### config.mk
export PLATFORM = sky130hd
export DESIGN_NAME = ext_mem_bridge
export DESIGN_NICKNAME = d
export VERILOG_FILES = /design/src/rtl/ext_mem_bridge.sv
export SDC_FILE = /design/constraint.sdc
export NUM_CORES = 1
export LEC_CHECK = 0
export BUFFER_PORTS_ARGS = -buffer_cell sky130_fd_sc_hd__buf_2
export CAP_MARGIN = 10
export CORE_MARGIN = 5
export CORE_UTILIZATION = 40
export DETAILED_ROUTE_END_ITERATION = 7
export GPL_TIMING_DRIVEN = 0
export PLACE_DENSITY = 0.63
export SYNTH_ARGS = -nofsm -noshare
export SYNTH_HDL_FRONTEND = slang
export SYNTH_SLANG_ARGS = --single-unit
### constraint.sdc
create_clock -name clk -period 2.95 [get_ports clk]
set_input_delay 0.59 -clock clk [delete_from_list [all_inputs] [get_ports clk]]
set_output_delay 0.59 -clock clk [all_outputs]
set_load 0.02 [all_outputs]
### src/rtl/ext_mem_bridge.sv
// ext_mem_bridge: request/response bridge from a CPU port to an off-chip memory over a narrow,
// multiplexed pad port. Define EXT_MEM_PARITY_EN to add even parity on the pad port (pad_par_out/pad_par_in).
module ext_mem_bridge #(
  parameter int ADDR_W   = 16,
  parameter int DATA_W   = 8,
  parameter int PAD_W    = 8,
  parameter int WAIT_MAX = 15
) (
  input  logic              clk,
  input  logic              rst_n,
  input  logic              req_valid,
  output logic              req_ready,
  input  logic              req_we,
  input  logic [ADDR_W-1:0] req_addr,
  input  logic [DATA_W-1:0] req_wdata,
  output logic              rsp_valid,
  output logic [DATA_W-1:0] rsp_rdata,
  output logic              rsp_err,
  output logic [PAD_W-1:0]  pad_out,
  output logic [PAD_W-1:0]  pad_oe,
  input  logic [PAD_W-1:0]  pad_in,
  output logic              pad_ale,
  output logic              pad_we,
  output logic              pad_rd,
  input  logic              pad_ack
`ifdef EXT_MEM_PARITY_EN
  ,
  output logic              pad_par_out,
  input  logic              pad_par_in
`endif
);

  localparam int ABEATS = (ADDR_W + PAD_W - 1) / PAD_W;
  localparam int DBEATS = (DATA_W + PAD_W - 1) / PAD_W;
  localparam int AW_PAD = ABEATS * PAD_W;
  localparam int DW_PAD = DBEATS * PAD_W;
  localparam int MAXB   = (ABEATS > DBEATS) ? ABEATS : DBEATS;
  localparam int BCNT_W = $clog2(MAXB + 1);
  localparam int WCNT_W = $clog2(WAIT_MAX + 1);

  typedef enum logic [2:0] {S_IDLE, S_ADDR, S_WDATA, S_RDATA, S_RESP} state_e;

  state_e              state_q, state_d;
  logic                live_q;
  logic                we_q;
  logic                err_q;
  logic [AW_PAD-1:0]   addr_q;
  logic [DW_PAD-1:0]   data_q;
  logic [BCNT_W-1:0]   beat_cnt;
  logic [WCNT_W-1:0]   wait_cnt;

  logic last_abeat, last_dbeat, wait_expired, par_bad, accept;

  // Address and write data shift out LS beat first; read beats shift in from the top.
  assign last_abeat   = (beat_cnt == BCNT_W'(ABEATS - 1));
  assign last_dbeat   = (beat_cnt == BCNT_W'(DBEATS - 1));
  assign wait_expired = (wait_cnt == WCNT_W'(WAIT_MAX - 1));
  assign accept       = (state_q == S_IDLE) && live_q && req_valid;

`ifdef EXT_MEM_PARITY_EN
  assign par_bad     = ^{pad_in, pad_par_in};
  assign pad_par_out = (|pad_oe) ? ^pad_out : 1'b0;
`else
  assign par_bad = 1'b0;
`endif

  always_ff @(posedge clk or negedge rst_n) begin
    if (!rst_n) state_q <= S_IDLE;
    else        state_q <= state_d;
  end

  // NOTE: every output gets a default before the case so no path leaves one unassigned (no latches).
  always_comb begin
    state_d   = state_q;
    req_ready = 1'b0;
    rsp_valid = 1'b0;
    rsp_err   = 1'b0;
    rsp_rdata = '0;
    pad_out   = '0;
    pad_oe    = '0;
    pad_ale   = 1'b0;
    pad_we    = 1'b0;
    pad_rd    = 1'b0;
    case (state_q)
      S_IDLE: begin
        req_ready = live_q;
        if (accept) state_d = S_ADDR;
      end
      S_ADDR: begin
        pad_ale = 1'b1;
        pad_oe  = '1;
        pad_out = addr_q[PAD_W-1:0];
        if (last_abeat) state_d = we_q ? S_WDATA : S_RDATA;
      end
      S_WDATA: begin
        pad_we  = 1'b1;
        pad_oe  = '1;
        pad_out = data_q[PAD_W-1:0];
        if (pad_ack ? last_dbeat : wait_expired) state_d = S_RESP;
      end
      S_RDATA: begin
        pad_rd = 1'b1;
        if (pad_ack ? last_dbeat : wait_expired) state_d = S_RESP;
      end
      S_RESP: begin
        rsp_valid = 1'b1;
        rsp_err   = err_q;
        rsp_rdata = (we_q || err_q) ? '0 : data_q[DATA_W-1:0];
        state_d   = S_IDLE;
      end
      default: state_d = S_IDLE;
    endcase
  end

  // NOTE: sequential state uses non-blocking assignments so every register sees pre-edge values.
  always_ff @(posedge clk or negedge rst_n) begin
    if (!rst_n) begin
      live_q   <= 1'b0;
      we_q     <= 1'b0;
      err_q    <= 1'b0;
      addr_q   <= '0;
      data_q   <= '0;
      beat_cnt <= '0;
      wait_cnt <= '0;
    end else begin
      // Holds req_ready low for the first cycle after reset so all outputs start at 0.
      live_q <= 1'b1;
      case (state_q)
        S_IDLE: begin
          if (accept) begin
            we_q     <= req_we;
            err_q    <= 1'b0;
            addr_q   <= AW_PAD'(req_addr);
            data_q   <= DW_PAD'(req_wdata);
            beat_cnt <= '0;
            wait_cnt <= '0;
          end
        end
        S_ADDR: begin
          addr_q   <= addr_q >> PAD_W;
          beat_cnt <= last_abeat ? '0 : beat_cnt + BCNT_W'(1);
        end
        S_WDATA, S_RDATA: begin
          if (pad_ack) begin
            if (state_q == S_RDATA) begin
              data_q <= (data_q >> PAD_W) | (DW_PAD'(pad_in) << (DW_PAD - PAD_W));
              if (par_bad) err_q <= 1'b1;
            end else begin
              data_q <= data_q >> PAD_W;
            end
            beat_cnt <= beat_cnt + BCNT_W'(1);
            wait_cnt <= '0;
          end else if (wait_expired) begin
            err_q <= 1'b1;
          end else begin
            wait_cnt <= wait_cnt + WCNT_W'(1);
          end
        end
        default: ;
      endcase
    end
  end

endmodule

==> impl_metrics.env <==
export IMPL_status="completed"
export IMPL_grt_pass1_vias=1855
export IMPL_diodes=0
export IMPL_firstDrtPassIters=4
export IMPL_synth_area_per_cell_um2=9.88
export IMPL_io_buffers=66
export IMPL_synth_edff_count=0
export IMPL_fin_hold_ws_ps=384
export IMPL_drive_gt1_share_pct=36.3
export IMPL_reg2reg_from="state_q[0]"
export IMPL_end_kind="output port"
export IMPL_hold_path_class="in -> async"
export IMPL_viasPerCell=5.15
export IMPL_htree_levels=2
export IMPL_grt_usage_pct=16.5
export IMPL_yosysSeqAreaShare_pct=41.3
export IMPL_die_w_um=83.9
export IMPL_synth_top_area_share_pct=41.3
export IMPL_critPathArrivalTime_ps=1930
export IMPL_synth_cell_type_count=41
export IMPL_holdBufCountCts=0
export IMPL_finalSetupViolations=0
export IMPL_async_flop_share_pct=100
export IMPL_rrSetupSlack_ps=1330
export IMPL_final_max_slew_viol_count=0
export IMPL_start_util_pct=40.4
export IMPL_min_period_over_period_pct=85.4
export IMPL_post_cts_buffers=0
export IMPL_fp_dieH_um=83.9
export IMPL_cts_root_buffer="clkbuf_8"
export IMPL_cts_tree="built"
export IMPL_worstSetupStartpoint="state_q[1]"
export IMPL_vias=1890
export IMPL_insertion_delay_ps=290
export IMPL_final_area_um2=2720
export IMPL_dp_hpwl_um=4160
export IMPL_overflow=0
export IMPL_yosys_warnings=0
export IMPL_drv_cap=0
export IMPL_wl_per_cell_um=15.1
export IMPL_worst_slew_pin_slew_ps=836
export IMPL_ir_worst_vdd_uv=475
export IMPL_fill_cells=550
export IMPL_relSlewSlack_pct=44.3
export IMPL_nNetsFinal=336
export IMPL_dr_first_iter_drc_count=119
export IMPL_critPathCapture="pad_oe[2]"
export IMPL_grt_max_degree=37
export IMPL_antenna_found_initial=0
export IMPL_numCtsBuffers=5
export IMPL_multiInputGateArea_um2=1060
export IMPL_regArea_um2=901
export IMPL_gp_congestion=0.818
export IMPL_reg2reg_to="data_q[4]"
export IMPL_total_power_mw=2.77
export IMPL_placementRows=27
export IMPL_rr_worst_depth=4
export IMPL_clock_sinks=36
export IMPL_core_um2=5410
export IMPL_synth_area_leaders="dfrtp_1 (41%), mux2_4 (5.5%), and3_1 (4.3%)"
export IMPL_cts_clk_slew_worst_paths_ps=80
export IMPL_syn_area_um2=2180
export IMPL_ys_seq_elements=36
export IMPL_fmax_ghz=0.397
export IMPL_cp_required_ps=2360
export IMPL_period_needed_ps=2520
export IMPL_ctsResizeCount=0
export IMPL_dpl_cell_area_um2=2600
export IMPL_synth_nets=263
export IMPL_clk_path_buf_depth=2
export IMPL_grt_pass1_wl_um=9320
export IMPL_power_density_nw_per_um2=1020
export IMPL_hold_viol_final=0
export IMPL_grt_setup_unrepaired="no"
export IMPL_die_area_um2=7040
export IMPL_synth_area_leader_cell="dfrtp_1"
export IMPL_areaGrowthSynthToFinish_pct=24.4
export IMPL_synth_main_ff_cell="dfrtp_1"
export IMPL_crit_fanout=10
export IMPL_ant_nets=0
export IMPL_crit_path_start_kind="flop"
export IMPL_tns_ps=0
export IMPL_crit_type="reg -> out"
export IMPL_fin_skew_ps=9.24
export IMPL_ios=67
export IMPL_p_leak_nw=1.44
export IMPL_post_synth_inst_count=221
export IMPL_totalWireLength_um=5550
export IMPL_drcViolationCount=0
[placed cells by master (no fill, tap or decap), types with 2 or more instances in the layout]
master     n
and3_1    15
inv_1     16
a21oi_4    2
a221o_1    7
a221oi_1   2
o21ai_0    9
dfrtp_1   36
nand2b_1   2
buf_2     69
clkbuf_1   6
a22oi_1   10
nand3_1    9
ha_1       5
a21oi_1    3
nand2_1   19
buf_6      5
buf_4      8
mux2i_1    9
nor2b_1    2
mux2_4     8
a22o_1     4
and2_1     5
nor2_1    18
clkbuf_8   5
[per-stage QoR]
| stage | instances | util [%] | setup slack [ps] |
|---|---|---|---|
| floorplan | 221 | - | 907 |
| global placement | 359 | 48.2 | 804 |
| detailed placement | 359 | 48.2 | 773 |
| CTS | 367 | 50.2 | 444 |
| global route | 367 | 50.2 | 264 |
| finish | 367 | 50.2 | 430 |
[how the worst min path moves through the flow]
stage | start | endpoint | slack, ps | depth (start not counted)
4_1_cts | rst_n | wait_cnt[3] | 420 | 1
5_1_grt | rst_n | addr_q[8] | 470 | 1
2_1_floorplan | rst_n | addr_q[0] | 290 | 0
3_5_place_dp | addr_q[5] | addr_q[5] | 500 | 1
3_3_place_gp | addr_q[15] | addr_q[7] | 500 | 1
6_report | rst_n | addr_q[8] | 380 | 1
[metal layers]
| metal | GRT usage, % | wire (um) |
|---|---|---|
| met1 | 21.9 | 2410 |
| met2 | 26.0 | 2720 |
| met3 | 5.33 | 339 |
| met4 | 4.53 | 73 |
| met5 | 0 | 0 |
[synth_stat cells, types with 6 or more instances]
| cell type | number |
|---|---|
| dfrtp_1 | 36 |
| clkbuf_1 | 6 |
| a221o_1 | 7 |
| mux2i_1 | 9 |
| o21ai_0 | 9 |
| buf_4 | 8 |
| and3_1 | 15 |
| nand2_1 | 19 |
| inv_1 | 16 |
| mux2_4 | 8 |
| nor2_1 | 18 |
| nand3_1 | 9 |
| a22oi_1 | 10 |
[state kept, by name, summed over array words and instances (netlist names)]
| signal | count |
|---|---|
| data_q | 8 |
| err_q | 1 |
| live_q | 1 |
| addr_q | 16 |
| we_q | 1 |
| wait_cnt | 4 |
| state_q | 3 |
| beat_cnt | 2 |
[worst max-delay path, cell delays in order (launching register included)]
cell	delay, ps
dfrtp_1	410
buf_4	180
nor2b_1	140
clkbuf_1	340
o21ba_2	280
buf_4	130
buf_2	150
[cell type report]
class	count	area share (%)
flip-flops and latches	36	33.2
clock buffers	5	2.53
plain buffers	22	5.67
repair buffers	66	12.2
well taps	72	3.32
inverters	17	2.53
multi-input cells	146	39.0
clock inverters	3	1.57
[power breakdown]
group          internal, mW  total (mW)  switching, mW
registers             0.683       0.829          0.146
clock network         0.250       0.447          0.196
logic                 0.668        1.49          0.826
[cells by family (layout without fill, tap and decap cells)]
group                    count (synthesis)  count (layout)  share of synthesized area (%)
flip-flops                              36              36                           41.3
buffers and inverters                   39             113                           10.2
other                                    1               1                          0.172
multiplexers                            18              18                           10.1
XOR/XNOR                                 2               2                          0.802
AO/OA/AOI/OAI                           42              42                           15.5
adder cells (fa/ha/maj)                  5               5                           2.87
AND/OR/NAND/NOR                         78              78                           19.1
(Power assumes the default switching activity.)
